File: src/rtl/fc_init_tracker.sv
// fc_init_tracker: per-VC flow-control initialisation tracker.
// Runs one FSM per VC (IDLE/FI1/FI2/DONE). It captures the InitFC1 credits of each
// posted/non-posted/completion type, schedules InitFC DLLP resend bursts and exposes
// the captured credits on a combinational read port.
// Ports:
//   clk, rst            - clock, asynchronous active-high reset
//   link_up, vc_en      - data-link up, per-VC enable
//   dllp_valid/data     - received DLLP strobe and payload
//   tx_req/ack/fc2/vc/ptype - InitFC transmit request handshake
//   rd_vc, rd_ptype     - credit read select
//   rd_*                - captured credits and infinite flags
//   vc_state            - 2 bits per VC FSM state
//   fc_err              - one-cycle protocol error pulse
// Compile switch: FC_SCALED_EN enables credit scaling and the scale-consistency check.
module fc_init_tracker #(
  parameter int NUM_VC       = 2,
  parameter int TIMER_PERIOD = 1024
) (
  input  logic                  clk,
  input  logic                  rst,
  input  logic                  link_up,
  input  logic [NUM_VC-1:0]     vc_en,
  input  logic                  dllp_valid,
  input  logic [31:0]           dllp_data,
  output logic                  tx_req,
  input  logic                  tx_ack,
  output logic                  tx_fc2,
  output logic [2:0]            tx_vc,
  output logic [1:0]            tx_ptype,
  input  logic [2:0]            rd_vc,
  input  logic [1:0]            rd_ptype,
  output logic [11:0]           rd_hdr_credit,
  output logic [16:0]           rd_data_credit,
  output logic                  rd_hdr_inf,
  output logic                  rd_data_inf,
  output logic [2*NUM_VC-1:0]   vc_state,
  output logic                  fc_err
);
  typedef enum logic [1:0] {IDLE = 2'd0, FI1 = 2'd1, FI2 = 2'd2, DONE = 2'd3} vc_st_t;

  localparam int            TW           = $clog2(TIMER_PERIOD);
  localparam logic [TW-1:0] TIMER_RELOAD = TW'(TIMER_PERIOD - 1);
  localparam logic [3:0]    NUM_VC_W     = 4'(NUM_VC);

`ifdef FC_SCALED_EN
  function automatic logic [11:0] hdr_scale(input logic [7:0] v, input logic [1:0] s);
    case (s)
      2'b10:   hdr_scale = {2'b00, v, 2'b00};
      2'b11:   hdr_scale = {v, 4'b0000};
      default: hdr_scale = {4'b0000, v};
    endcase
  endfunction

  function automatic logic [16:0] data_scale(input logic [12:0] v, input logic [1:0] s);
    case (s)
      2'b10:   data_scale = {2'b00, v, 2'b00};
      2'b11:   data_scale = {v, 4'b0000};
      default: data_scale = {4'b0000, v};
    endcase
  endfunction
`endif

  // DLLP field decode
  logic [3:0]  d_type;
  logic [2:0]  d_vc;
  logic [1:0]  d_hs, d_ds, d_pt;
  logic [7:0]  d_hdr;
  logic [12:0] d_data;
  logic        d_init1, d_init2, d_upd, d_any, d_vc_ok;

  assign {d_type, d_vc, d_hs, d_ds, d_hdr, d_data} = dllp_data;
  assign d_pt    = d_type[1:0];
  assign d_init1 = dllp_valid && (d_pt != 2'b11) && (d_type[3:2] == 2'b01);
  assign d_init2 = dllp_valid && (d_pt != 2'b11) && (d_type[3:2] == 2'b11);
  assign d_upd   = dllp_valid && (d_pt != 2'b11) && (d_type[3:2] == 2'b10);
  assign d_any   = d_init1 || d_init2 || d_upd;
  assign d_vc_ok = ({1'b0, d_vc} < NUM_VC_W);

`ifndef FC_SCALED_EN
  logic scale_unused;
  assign scale_unused = ^{d_hs, d_ds};
`endif

  vc_st_t            state_r    [NUM_VC];
  vc_st_t            state_nx_s [NUM_VC];
  logic [2:0]        mask_r     [NUM_VC];
  logic [2:0]        hinf_r     [NUM_VC];
  logic [2:0]        dinf_r     [NUM_VC];
  logic [11:0]       hdr_cr_r   [NUM_VC][3];
  logic [16:0]       data_cr_r  [NUM_VC][3];
`ifdef FC_SCALED_EN
  logic [1:0]        hsc_r      [NUM_VC][3];
  logic [1:0]        dsc_r      [NUM_VC][3];
`endif
  logic [NUM_VC-1:0] hit_s, act_s;
  logic              err_s, enter_any_s, enter_fi1_s;
  logic              run_r, entered_r, fc_err_r;
  logic [TW-1:0]     timer_r;
  logic              any_act_s, expire_s, burst_req_s;
  logic              tx_req_r, tx_fc2_r, pend_r;
  logic [2:0]        tx_vc_r;
  logic [1:0]        tx_pt_r;
  logic              first_found_s, first_fc2_s, next_found_s, next_fc2_s;
  logic [2:0]        first_vc_s, next_vc_s;

  // Gates the FSMs for one cycle after reset release so the first move lands on the second edge.
  always_ff @(posedge clk or posedge rst) begin
    if (rst) run_r <= 1'b0;
    else     run_r <= 1'b1;
  end

  // Per-VC next-state, DLLP hit decode, error detection and entry events.
  always_comb begin
    hit_s       = '0;
    act_s       = '0;
    err_s       = d_any && !d_vc_ok;
    enter_any_s = 1'b0;
    enter_fi1_s = 1'b0;
    for (int v = 0; v < NUM_VC; v++) begin
      hit_s[v]      = d_any && d_vc_ok && (d_vc == 3'(v));
      state_nx_s[v] = state_r[v];
      if (!(link_up && vc_en[v])) begin
        state_nx_s[v] = IDLE;
      end else if (!run_r) begin
        state_nx_s[v] = state_r[v];
      end else begin
        case (state_r[v])
          IDLE:    state_nx_s[v] = FI1;
          FI1:     if (mask_r[v] == 3'b111) state_nx_s[v] = FI2; else state_nx_s[v] = FI1;
          FI2:     if (hit_s[v] && (d_init2 || d_upd)) state_nx_s[v] = DONE; else state_nx_s[v] = FI2;
          DONE:    state_nx_s[v] = DONE;
          default: state_nx_s[v] = IDLE;
        endcase
      end
      if (hit_s[v] && (state_r[v] == IDLE)) err_s = 1'b1; else err_s = err_s;
`ifdef FC_SCALED_EN
      // InitFC2 must repeat the scale captured from InitFC1 (zero means "unscaled").
      for (int p = 0; p < 3; p++) begin
        if (hit_s[v] && d_init2 && (d_pt == 2'(p)) && ((state_r[v] == FI2) || (state_r[v] == DONE)) &&
            (((d_hs != 2'b00) && (d_hs != hsc_r[v][p])) || ((d_ds != 2'b00) && (d_ds != dsc_r[v][p]))))
          err_s = 1'b1;
        else
          err_s = err_s;
      end
`endif
      act_s[v] = (state_r[v] == FI1) || (state_r[v] == FI2);
      if ((state_nx_s[v] != state_r[v]) && ((state_nx_s[v] == FI1) || (state_nx_s[v] == FI2)))
        enter_any_s = 1'b1;
      else
        enter_any_s = enter_any_s;
      if ((state_r[v] == IDLE) && (state_nx_s[v] == FI1)) enter_fi1_s = 1'b1; else enter_fi1_s = enter_fi1_s;
    end
  end

  // FSM state registers.
  always_ff @(posedge clk or posedge rst) begin
    if (rst) for (int v = 0; v < NUM_VC; v++) state_r[v] <= IDLE;
    else     for (int v = 0; v < NUM_VC; v++) state_r[v] <= state_nx_s[v];
  end

  // Credit capture: first InitFC1 per ptype in FI1 wins; a disabled VC is wiped.
  always_ff @(posedge clk or posedge rst) begin
    if (rst) begin
      for (int v = 0; v < NUM_VC; v++) begin
        mask_r[v] <= 3'b000; hinf_r[v] <= 3'b000; dinf_r[v] <= 3'b000;
        for (int p = 0; p < 3; p++) begin
          hdr_cr_r[v][p] <= 12'd0; data_cr_r[v][p] <= 17'd0;
`ifdef FC_SCALED_EN
          hsc_r[v][p] <= 2'b00; dsc_r[v][p] <= 2'b00;
`endif
        end
      end
    end else begin
      for (int v = 0; v < NUM_VC; v++) begin
        if (!(link_up && vc_en[v])) begin
          mask_r[v] <= 3'b000; hinf_r[v] <= 3'b000; dinf_r[v] <= 3'b000;
          for (int p = 0; p < 3; p++) begin
            hdr_cr_r[v][p] <= 12'd0; data_cr_r[v][p] <= 17'd0;
`ifdef FC_SCALED_EN
            hsc_r[v][p] <= 2'b00; dsc_r[v][p] <= 2'b00;
`endif
          end
        end else if (hit_s[v] && d_init1 && (state_r[v] == FI1)) begin
          for (int p = 0; p < 3; p++) begin
            if ((d_pt == 2'(p)) && !mask_r[v][p]) begin
              mask_r[v][p] <= 1'b1;
              hinf_r[v][p] <= (d_hdr == 8'd0);
              dinf_r[v][p] <= (d_data == 13'd0);
`ifdef FC_SCALED_EN
              hdr_cr_r[v][p]  <= hdr_scale(d_hdr, d_hs);
              data_cr_r[v][p] <= data_scale(d_data, d_ds);
              hsc_r[v][p] <= d_hs; dsc_r[v][p] <= d_ds;
`else
              hdr_cr_r[v][p]  <= {4'b0000, d_hdr};
              data_cr_r[v][p] <= {4'b0000, d_data};
`endif
            end
          end
        end
      end
    end
  end

  assign any_act_s   = |act_s;
  assign expire_s    = any_act_s && (timer_r == '0);
  assign burst_req_s = entered_r || expire_s;

  // Resend timer; reloads when the first VC starts initialising and on each expiry.
  always_ff @(posedge clk or posedge rst) begin
    if (rst) begin
      timer_r   <= '0;
      entered_r <= 1'b0;
      fc_err_r  <= 1'b0;
    end else begin
      entered_r <= enter_any_s;
      fc_err_r  <= err_s;
      if ((!any_act_s && enter_fi1_s) || expire_s) timer_r <= TIMER_RELOAD;
      else if (any_act_s)                         timer_r <= timer_r - 1'b1;
    end
  end

  // Lowest initialising VC overall, and lowest one above the VC currently being sent.
  always_comb begin
    first_found_s = 1'b0; first_vc_s = 3'd0; first_fc2_s = 1'b0;
    next_found_s  = 1'b0; next_vc_s  = 3'd0; next_fc2_s  = 1'b0;
    for (int v = NUM_VC - 1; v >= 0; v--) begin
      if (act_s[v]) begin
        first_found_s = 1'b1; first_vc_s = 3'(v); first_fc2_s = (state_r[v] == FI2);
        if (3'(v) > tx_vc_r) begin
          next_found_s = 1'b1; next_vc_s = 3'(v); next_fc2_s = (state_r[v] == FI2);
        end else begin
          next_found_s = next_found_s;
        end
      end else begin
        first_found_s = first_found_s;
      end
    end
  end

  // Burst sequencer: P/NP/Cpl per initialising VC in ascending order, one pending re-request.
  always_ff @(posedge clk or posedge rst) begin
    if (rst) begin
      tx_req_r <= 1'b0; tx_fc2_r <= 1'b0; tx_vc_r <= 3'd0; tx_pt_r <= 2'd0; pend_r <= 1'b0;
    end else if (!tx_req_r) begin
      if (burst_req_s || pend_r) begin
        pend_r <= 1'b0;
        if (first_found_s) begin
          tx_req_r <= 1'b1; tx_vc_r <= first_vc_s; tx_pt_r <= 2'd0; tx_fc2_r <= first_fc2_s;
        end
      end
    end else begin
      if (burst_req_s) pend_r <= 1'b1;
      if (tx_ack) begin
        if (tx_pt_r != 2'd2) begin
          tx_pt_r <= tx_pt_r + 2'd1;
        end else if (next_found_s) begin
          tx_vc_r <= next_vc_s; tx_pt_r <= 2'd0; tx_fc2_r <= next_fc2_s;
        end else begin
          tx_req_r <= 1'b0; tx_vc_r <= 3'd0; tx_pt_r <= 2'd0; tx_fc2_r <= 1'b0;
        end
      end
    end
  end

  assign tx_req   = tx_req_r;
  assign tx_fc2   = tx_fc2_r;
  assign tx_vc    = tx_vc_r;
  assign tx_ptype = tx_pt_r;
  assign fc_err   = fc_err_r;

  // State export and combinational credit read; unmatched selects read zero.
  always_comb begin
    vc_state       = '0;
    rd_hdr_credit  = 12'd0;
    rd_data_credit = 17'd0;
    rd_hdr_inf     = 1'b0;
    rd_data_inf    = 1'b0;
    for (int v = 0; v < NUM_VC; v++) begin
      vc_state[2*v +: 2] = state_r[v];
      for (int p = 0; p < 3; p++) begin
        if ((rd_vc == 3'(v)) && (rd_ptype == 2'(p))) begin
          rd_hdr_credit  = hdr_cr_r[v][p];
          rd_data_credit = data_cr_r[v][p];
          rd_hdr_inf     = hinf_r[v][p];
          rd_data_inf    = dinf_r[v][p];
        end else begin
          rd_hdr_inf = rd_hdr_inf;
        end
      end
    end
  end
endmodule

File: config.mk
export PLATFORM = sky130hd
export DESIGN_NAME = fc_init_tracker
export DESIGN_NICKNAME = d
export VERILOG_FILES = /design/src/rtl/fc_init_tracker.sv
export SDC_FILE = /design/constraint.sdc
export NUM_CORES = 1
export LEC_CHECK = 0
export BUFFER_PORTS_ARGS = -buffer_cell sky130_fd_sc_hd__buf_2
export CAP_MARGIN = 20
export CORE_MARGIN = 2
export CORE_UTILIZATION = 40
export DETAILED_ROUTE_END_ITERATION = 16
export GPL_TIMING_DRIVEN = 1
export HOLD_SLACK_MARGIN = 0.08
export PLACE_DENSITY_LB_ADDON = 0.15
export SLEW_MARGIN = 25
export SYNTH_ARGS = -nofsm -noshare
export SYNTH_HDL_FRONTEND = slang
export SYNTH_SLANG_ARGS = --single-unit
export TNS_END_PERCENT = 1
File: constraint.sdc
create_clock -name clk -period 4.7 [get_ports clk]
set_input_delay 0.47 -clock clk [delete_from_list [all_inputs] [get_ports clk]]
set_output_delay 0.47 -clock clk [all_outputs]
set_load 0.03 [all_outputs]
# Yosys cells after proc, flatten, opt, wreduce, memory -nomap -nowiden

Cells that the tools add are included.

Register bits: 217
Latch bits: 0
RAM bits: 0
Bits in read-only memories: 0
Logic and storage cells: 294
Memories kept: 0

Add/sub/neg operators: 2
Multiply operators: 0
Divide/modulo/power cells: 0
Order comparisons: 3
Eq/ne operators: 36
Shift-type cells: 0
Mux-type cells: 136
Bitwise gates (word level): 0
Reduce and logical (&&, ||, !) cells: 76

Operators with widths:

| operator                                            | number |
|---|---|
| two-way mux 17 bit                                  | 12 |
| two-way mux 51 bit                                  | 4 |
| two-way mux 12 bit                                  | 12 |
| two-way mux 36 bit                                  | 4 |
| two-way mux 1 bit                                   | 68 |
| two-way mux 3 bit                                   | 21 |
| logical AND 1 bit                                   | 36 |
| two-way mux 2 bit                                   | 11 |
| equality test 2 bit, second input constant          | 10 |
| two-way mux 10 bit                                  | 2 |
| != test 2 x 1 -> 1 bit, second input constant       | 8 |
| one-hot mux 2 bit (4 select lines)                  | 2 |
| equality test 2 x 1 -> 1 bit, second input constant | 7 |
| AND reduction 2 bit                                 | 7 |
| logical NOT 13 bit                                  | 1 |
| logical NOT 10 bit                                  | 1 |
| logical OR 1 bit                                    | 10 |
| != test 2 bit, second input constant                | 5 |
| subtractor 10 x 1 -> 10 bit, second input constant  | 1 |
| logical NOT 1 bit                                   | 8 |
| logical NOT 2 bit                                   | 4 |
| logical NOT 8 bit                                   | 1 |
| equality test 3 x 1 -> 1 bit, second input constant | 2 |
| equality test 3 bit, second input constant          | 2 |
| other kinds (9)                                     | 14 |

# Depth between registers and ports, before layout

Word-level depth: 19
Mapped depth: 12
Gate-level depth less buffers: 12

# Worst setup path before layout

Ideal clock, no wire load.

Path type: register to register
Start point: register state_r, in the netlist vc_state[2]
End point: register timer_r[5]
Library setup time: 0.139 ns
Data arrival time: 2.691 ns
Data required time: 4.561 ns
Slack: 1.870 ns
Stages on the path, launching flop included: 12
Path buffers: 0
Period minus slack after synthesis: 2.830 ns
Cell sequence: dfrtp_1 -> inv_1 -> ha_1 -> a2111o_1 -> a31oi_1 -> a211oi_1 -> ha_1 -> a22o_1 -> o211ai_1 -> or4_1 -> xor2_1 -> nand2_1

Word-level cells in the longest chain between the ends: 10

Ends and longest elaborated chain:

| element                                                         | line | RTL |
|---|---|---|
| start, declared                                                 | 84   | `vc_st_t state_r [NUM_VC];` |
| equality test 2 bit, or another cell as far along               | 127  | `case (state_r[v])` |
| one-hot mux 2 bit (4 select lines)                              | 127  |  |
| two-way mux 2 bit                                               | 124  | `end else if (!run_r) begin` |
| two-way mux 2 bit                                               | 122  | `if (!(link_up && vc_en[v])) begin` |
| equality test 2 x 1 -> 1 bit                                    | 151  | `if ((state_r[v] == IDLE) && (state_nx_s[v] == FI1)) enter_fi1_s = 1'b1; else enter_fi1_s = enter_fi1_s;` |
| logical AND 1 bit                                               | 151  |  |
| two-way mux 1 bit                                               | 151  |  |
| logical AND 1 bit                                               | 217  | `if ((!any_act_s && enter_fi1_s) \|\| expire_s) timer_r <= TIMER_RELOAD;` |
| logical OR 1 bit                                                | 217  |  |
| two-way mux 10 bit / nonzero test 2 bit (equally long branches) | -    |  |
| end signal, assigned                                            | 218  | `else if (any_act_s) timer_r <= timer_r - 1'b1;` |
| end, declared                                                   | 98   | `logic [TW-1:0] timer_r;` |

Several ways; a longest one is shown, not always the timed one.
A chain may end at the register's enable or synchronous reset.

# Final worst setup path

Start point: input rd_vc[1]
End point: output rd_hdr_credit[6]

Word-level cells in the longest chain between the ends: 8

Ends and longest elaborated chain:

| element                          | line | RTL |
|---|---|---|
| start, declared                  | 30   | `input logic [2:0] rd_vc,` |
| logical NOT 3 bit                | 281  | `if ((rd_vc == 3'(v)) && (rd_ptype == 2'(p))) begin` |
| logical AND 1 bit                | 281  |  |
| two-way mux 12 bit (5 in series) | 281  |  |
| two-way mux 12 bit (*)           | 281  |  |
| end, declared                    | 32   | `output logic [11:0] rd_hdr_credit,` |

Every way passes the cells marked *; elsewhere a longest branch is shown, timed or not.

==> results.cfg <==
[routing]
first_iter_violations = 465
wire_per_inst_um = 18.1
via_count = 6401
firstDrtPassIters = 8
vias_per_cell = 5.34
drc = 0
wl_um = 21600
ant_nets = 0

[timing]
setup_viol = 0
fmax_ghz = 0.317
hold_viol = 0
timing.hold.ws_ns = 0.276
fin_tns_setup_ns = 0
fin_crit_ns = 3.16
tightest_slew_ns = 0.985
rsz0062_at_grt = no
slew_viol_final = 0
clock_skew_ns = 0.0129
min_period_over_period_pct = 67.2
relSlewSlack_pct = 34.1

[power_and_ir_drop]
clkPwrFrac_pct = 44.9
internal_power_mw = 2.34
p_leak_nw = 4.36
power.density_nw_per_um2 = 325
power_frac_comb_pct = 7.8
peakVddDrop_v = 0.000243
p_seq_share_pct = 47.3
sw_frac_of_total_pct = 25.1
switching_power_mw = 0.784

[clock_network]
clock_sinks = 167
cts-htree-levels = 4
clk_pin_slew_worst_paths_ns = 0.06
cts_tree = done
post-cts-setup-buffers = 0
clock_latency_ns = 0.43
ctsResizeCount = 0
cts_root_buf = clkbuf_16
clock_path_buffers = 2
cts_buffers = 17
postCtsHoldBufs = 0

[yosys]
synth-seq-cells = 167
ys_warn_count = 0
netlist_area_um2 = 8450
async_reset_ff_share_pct = 100
synth_edf_count = 0
ys_seq_area_share_pct = 49.4
ys_types = 58
netlist_instances = 859
ys.flop_type = dfrtp_1
syn_avg_cell_area_um2 = 9.84

[worst_setup_path]
worst-r2r-cell-count = 11
critPathSlowestCell = nor4b_4
worstSetupStartpoint = rd_vc[1]
worst_path_largest_cell_delay_ns = 0.90
cp_num_cells = 7
worst-path-max-fanout = 13
path_buf_inv = 3
crit_family = simple AND/OR/NAND/NOR gates
path_common_cell = buf_2
r2r_start = vc_state[2]
crit_chain = buf_2 -> nand2b_1 -> nor4b_4 -> buf_4 -> a222oi_1 -> a31oi_1 -> buf_2
end_kind = primary output
start_kind = primary input
path_class = primary input to primary output
cp.required_ns = 4.23
cp.arrival_ns = 2.69

[cells_and_area]
seqCellArea_um2 = 4180
final_nets = 967
mostFrequentLayoutCell = dfrtp_1
final_cell_mix = 167 x dfrtp_1, 150 x nor2_1, 119 x nand2_1
nFillCells = 2051
n_antenna_cell = 0
area_growth_pct = 13.6
drive_gt1_share_pct = 17.2
multiInputGateArea_um2 = 3930

[grt]
antenna_found_initial = 0
grt_first_pass_wirelength_um = 35400
grt_max_degree = 168
grt_usage_pct = 20.4
gr-total-overflow = 0
grt_pass1_vias = 6438

[floorplan]
dieArea_um2 = 22300
core-area_um2 = 20900
rows = 53
die_x_um = 149
initial_utilization_pct = 40.5
io_pins = 87
die_h_um = 149

[place]
dp_hpwl_um = 13100
port_buffers = 72
place_congestion = 0.758

[run_status]
status = completed

[worst_hold_path]
hold_path.class = primary input to async pin

[run]
cap_violations = 0
## power groups by stage
stage | Clock, mW | Combinational [mW] | Sequential, mW
after global routing | 1.49 | 0.272 | 1.48
after CTS | 1.44 | 0.249 | 1.47
after global placement | 0 | 0.248 | 1.50
after detailed placement | 0 | 0.248 | 1.50
after floorplan | 0 | 0.140 | 1.52
final | 1.40 | 0.245 | 1.47
## state kept, by name, summed over array words and instances, names as in the netlist
signal,cells
data_cr_r,78
hdr_cr_r,48
timer_r,10
dinf_r,6
hinf_r,6
mask_r,6
vc_state,4
tx_ptype,2
entered_r,1
fc_err,1
pend_r,1
run_r,1
tx_fc2,1
tx_req,1
tx_vc,1
## metrics by stage
step | power [mW] | utilization [%] | worst slack (ns) | instance area, um2 | std cells
floorplan | 1.66 | - | 1.87 | 8490 | 868
global placement | 1.75 | 43.2 | 1.55 | 9020 | 1168
detailed placement | 1.75 | 43.2 | 1.56 | 9020 | 1168
CTS | 3.16 | 46.0 | 1.55 | 9600 | 1198
global route | 3.24 | 46.0 | 1.42 | 9600 | 1198
finish | 3.12 | 46.0 | 1.54 | 9600 | 1198
## final timing paths
| path | slack (ns) | to |
|---|---|---|
| worst max-delay path | 1.54 | rd_hdr_credit[6] |
| worst min-delay path | 0.28 | mask_r[4] |
| worst max register to register | 1.67 | timer_r[5] |
| worst min register to register | 0.51 | dinf_r[3] |
| max in group asynchronous | 3.70 | data_cr_r[28] |
| min in group clk | 0.34 | hdr_cr_r[53] |
## cell families (layout without fill, tap and decap cells)
family	after synthesis	count (layout)	synth area share (%)
other	2	11	0.0889
multiplexers	116	116	14.1
XOR/XNOR	8	8	0.829
buffers and inverters	82	137	5.33
AND/OR/NAND/NOR	329	329	17.5
AO/OA/AOI/OAI	144	144	11.1
adder cells (fa/ha/maj)	11	11	1.63
flip-flops	167	167	49.4
## layout make-up
cell class | instances | area share [%]
Sequential cell | 167 | 43.5
Clock buffer | 21 | 4.80
Tap cell | 275 | 3.58
Timing Repair Buffer | 89 | 5.21
Clock inverter | 9 | 1.24
Multi-Input combinational cell | 619 | 40.9
Inverter | 18 | 0.743
## worst min-delay path, stage by stage
cell and delay, ns:
buf_2 0.11, clkinvlp_4 0.07, buf_12 0.56
## cells in the mapped netlist (2+ instances only)
| cell | count | area share (%) |
|---|---|---|
| dfrtp_1 | 167 | 49 |
| nor2_1 | 150 | 6.7 |
| nand2_1 | 121 | 5.4 |
| mux2i_1 | 94 | 11 |
| a21oi_1 | 61 | 3.6 |
| clkbuf_1 | 30 | 1.3 |
| a31oi_1 | 22 | 1.6 |
| mux2_2 | 22 | 2.9 |
| inv_1 | 18 | 0.80 |
| buf_2 | 17 | 1.0 |
| a222oi_1 | 15 | 1.8 |
| a22oi_1 | 13 | 1.2 |
| buf_4 | 11 | 0.98 |
| ha_1 | 11 | 1.6 |
| o21ai_0 | 8 | 0.47 |
| nand3_1 | 7 | 0.41 |
| nor4_1 | 6 | 0.44 |
| a32oi_1 | 5 | 0.52 |
| buf_12 | 4 | 0.95 |
| nand4_1 | 4 | 0.30 |
| nor3b_1 | 4 | 0.36 |
| xnor2_1 | 4 | 0.41 |
| xor2_1 | 4 | 0.41 |
| a22o_1 | 3 | 0.31 |
| and3_1 | 3 | 0.22 |
| nand2b_1 | 3 | 0.22 |
| nor3_1 | 3 | 0.18 |
| nor3b_2 | 3 | 0.44 |
| nor4_2 | 3 | 0.44 |
| o211a_1 | 3 | 0.36 |
| a211oi_1 | 2 | 0.18 |
| a21boi_0 | 2 | 0.18 |
| a311oi_1 | 2 | 0.21 |
| buf_6 | 2 | 0.27 |
| conb_1 | 2 | 0.089 |
| nand4_2 | 2 | 0.30 |
| nand4b_1 | 2 | 0.21 |
| nor2b_1 | 2 | 0.15 |
| nor4b_2 | 2 | 0.36 |
| o211ai_1 | 2 | 0.18 |
| or3_1 | 2 | 0.15 |
| or4_1 | 2 | 0.18 |
## layer usage
| layer | vias up | wire length [um] | GRT usage (%) |
|---|---|---|---|
| met5 | - | 0 | 0 |
| met4 | 0 | 164 | 4.00 |
| met3 | 13 | 707 | 3.82 |
| met2 | 118 | 10200 | 33.0 |
| met1 | 3182 | 10600 | 28.7 |
| li1 | 3088 | - | - |
Note: power is estimated with default switching activity, not from simulation.
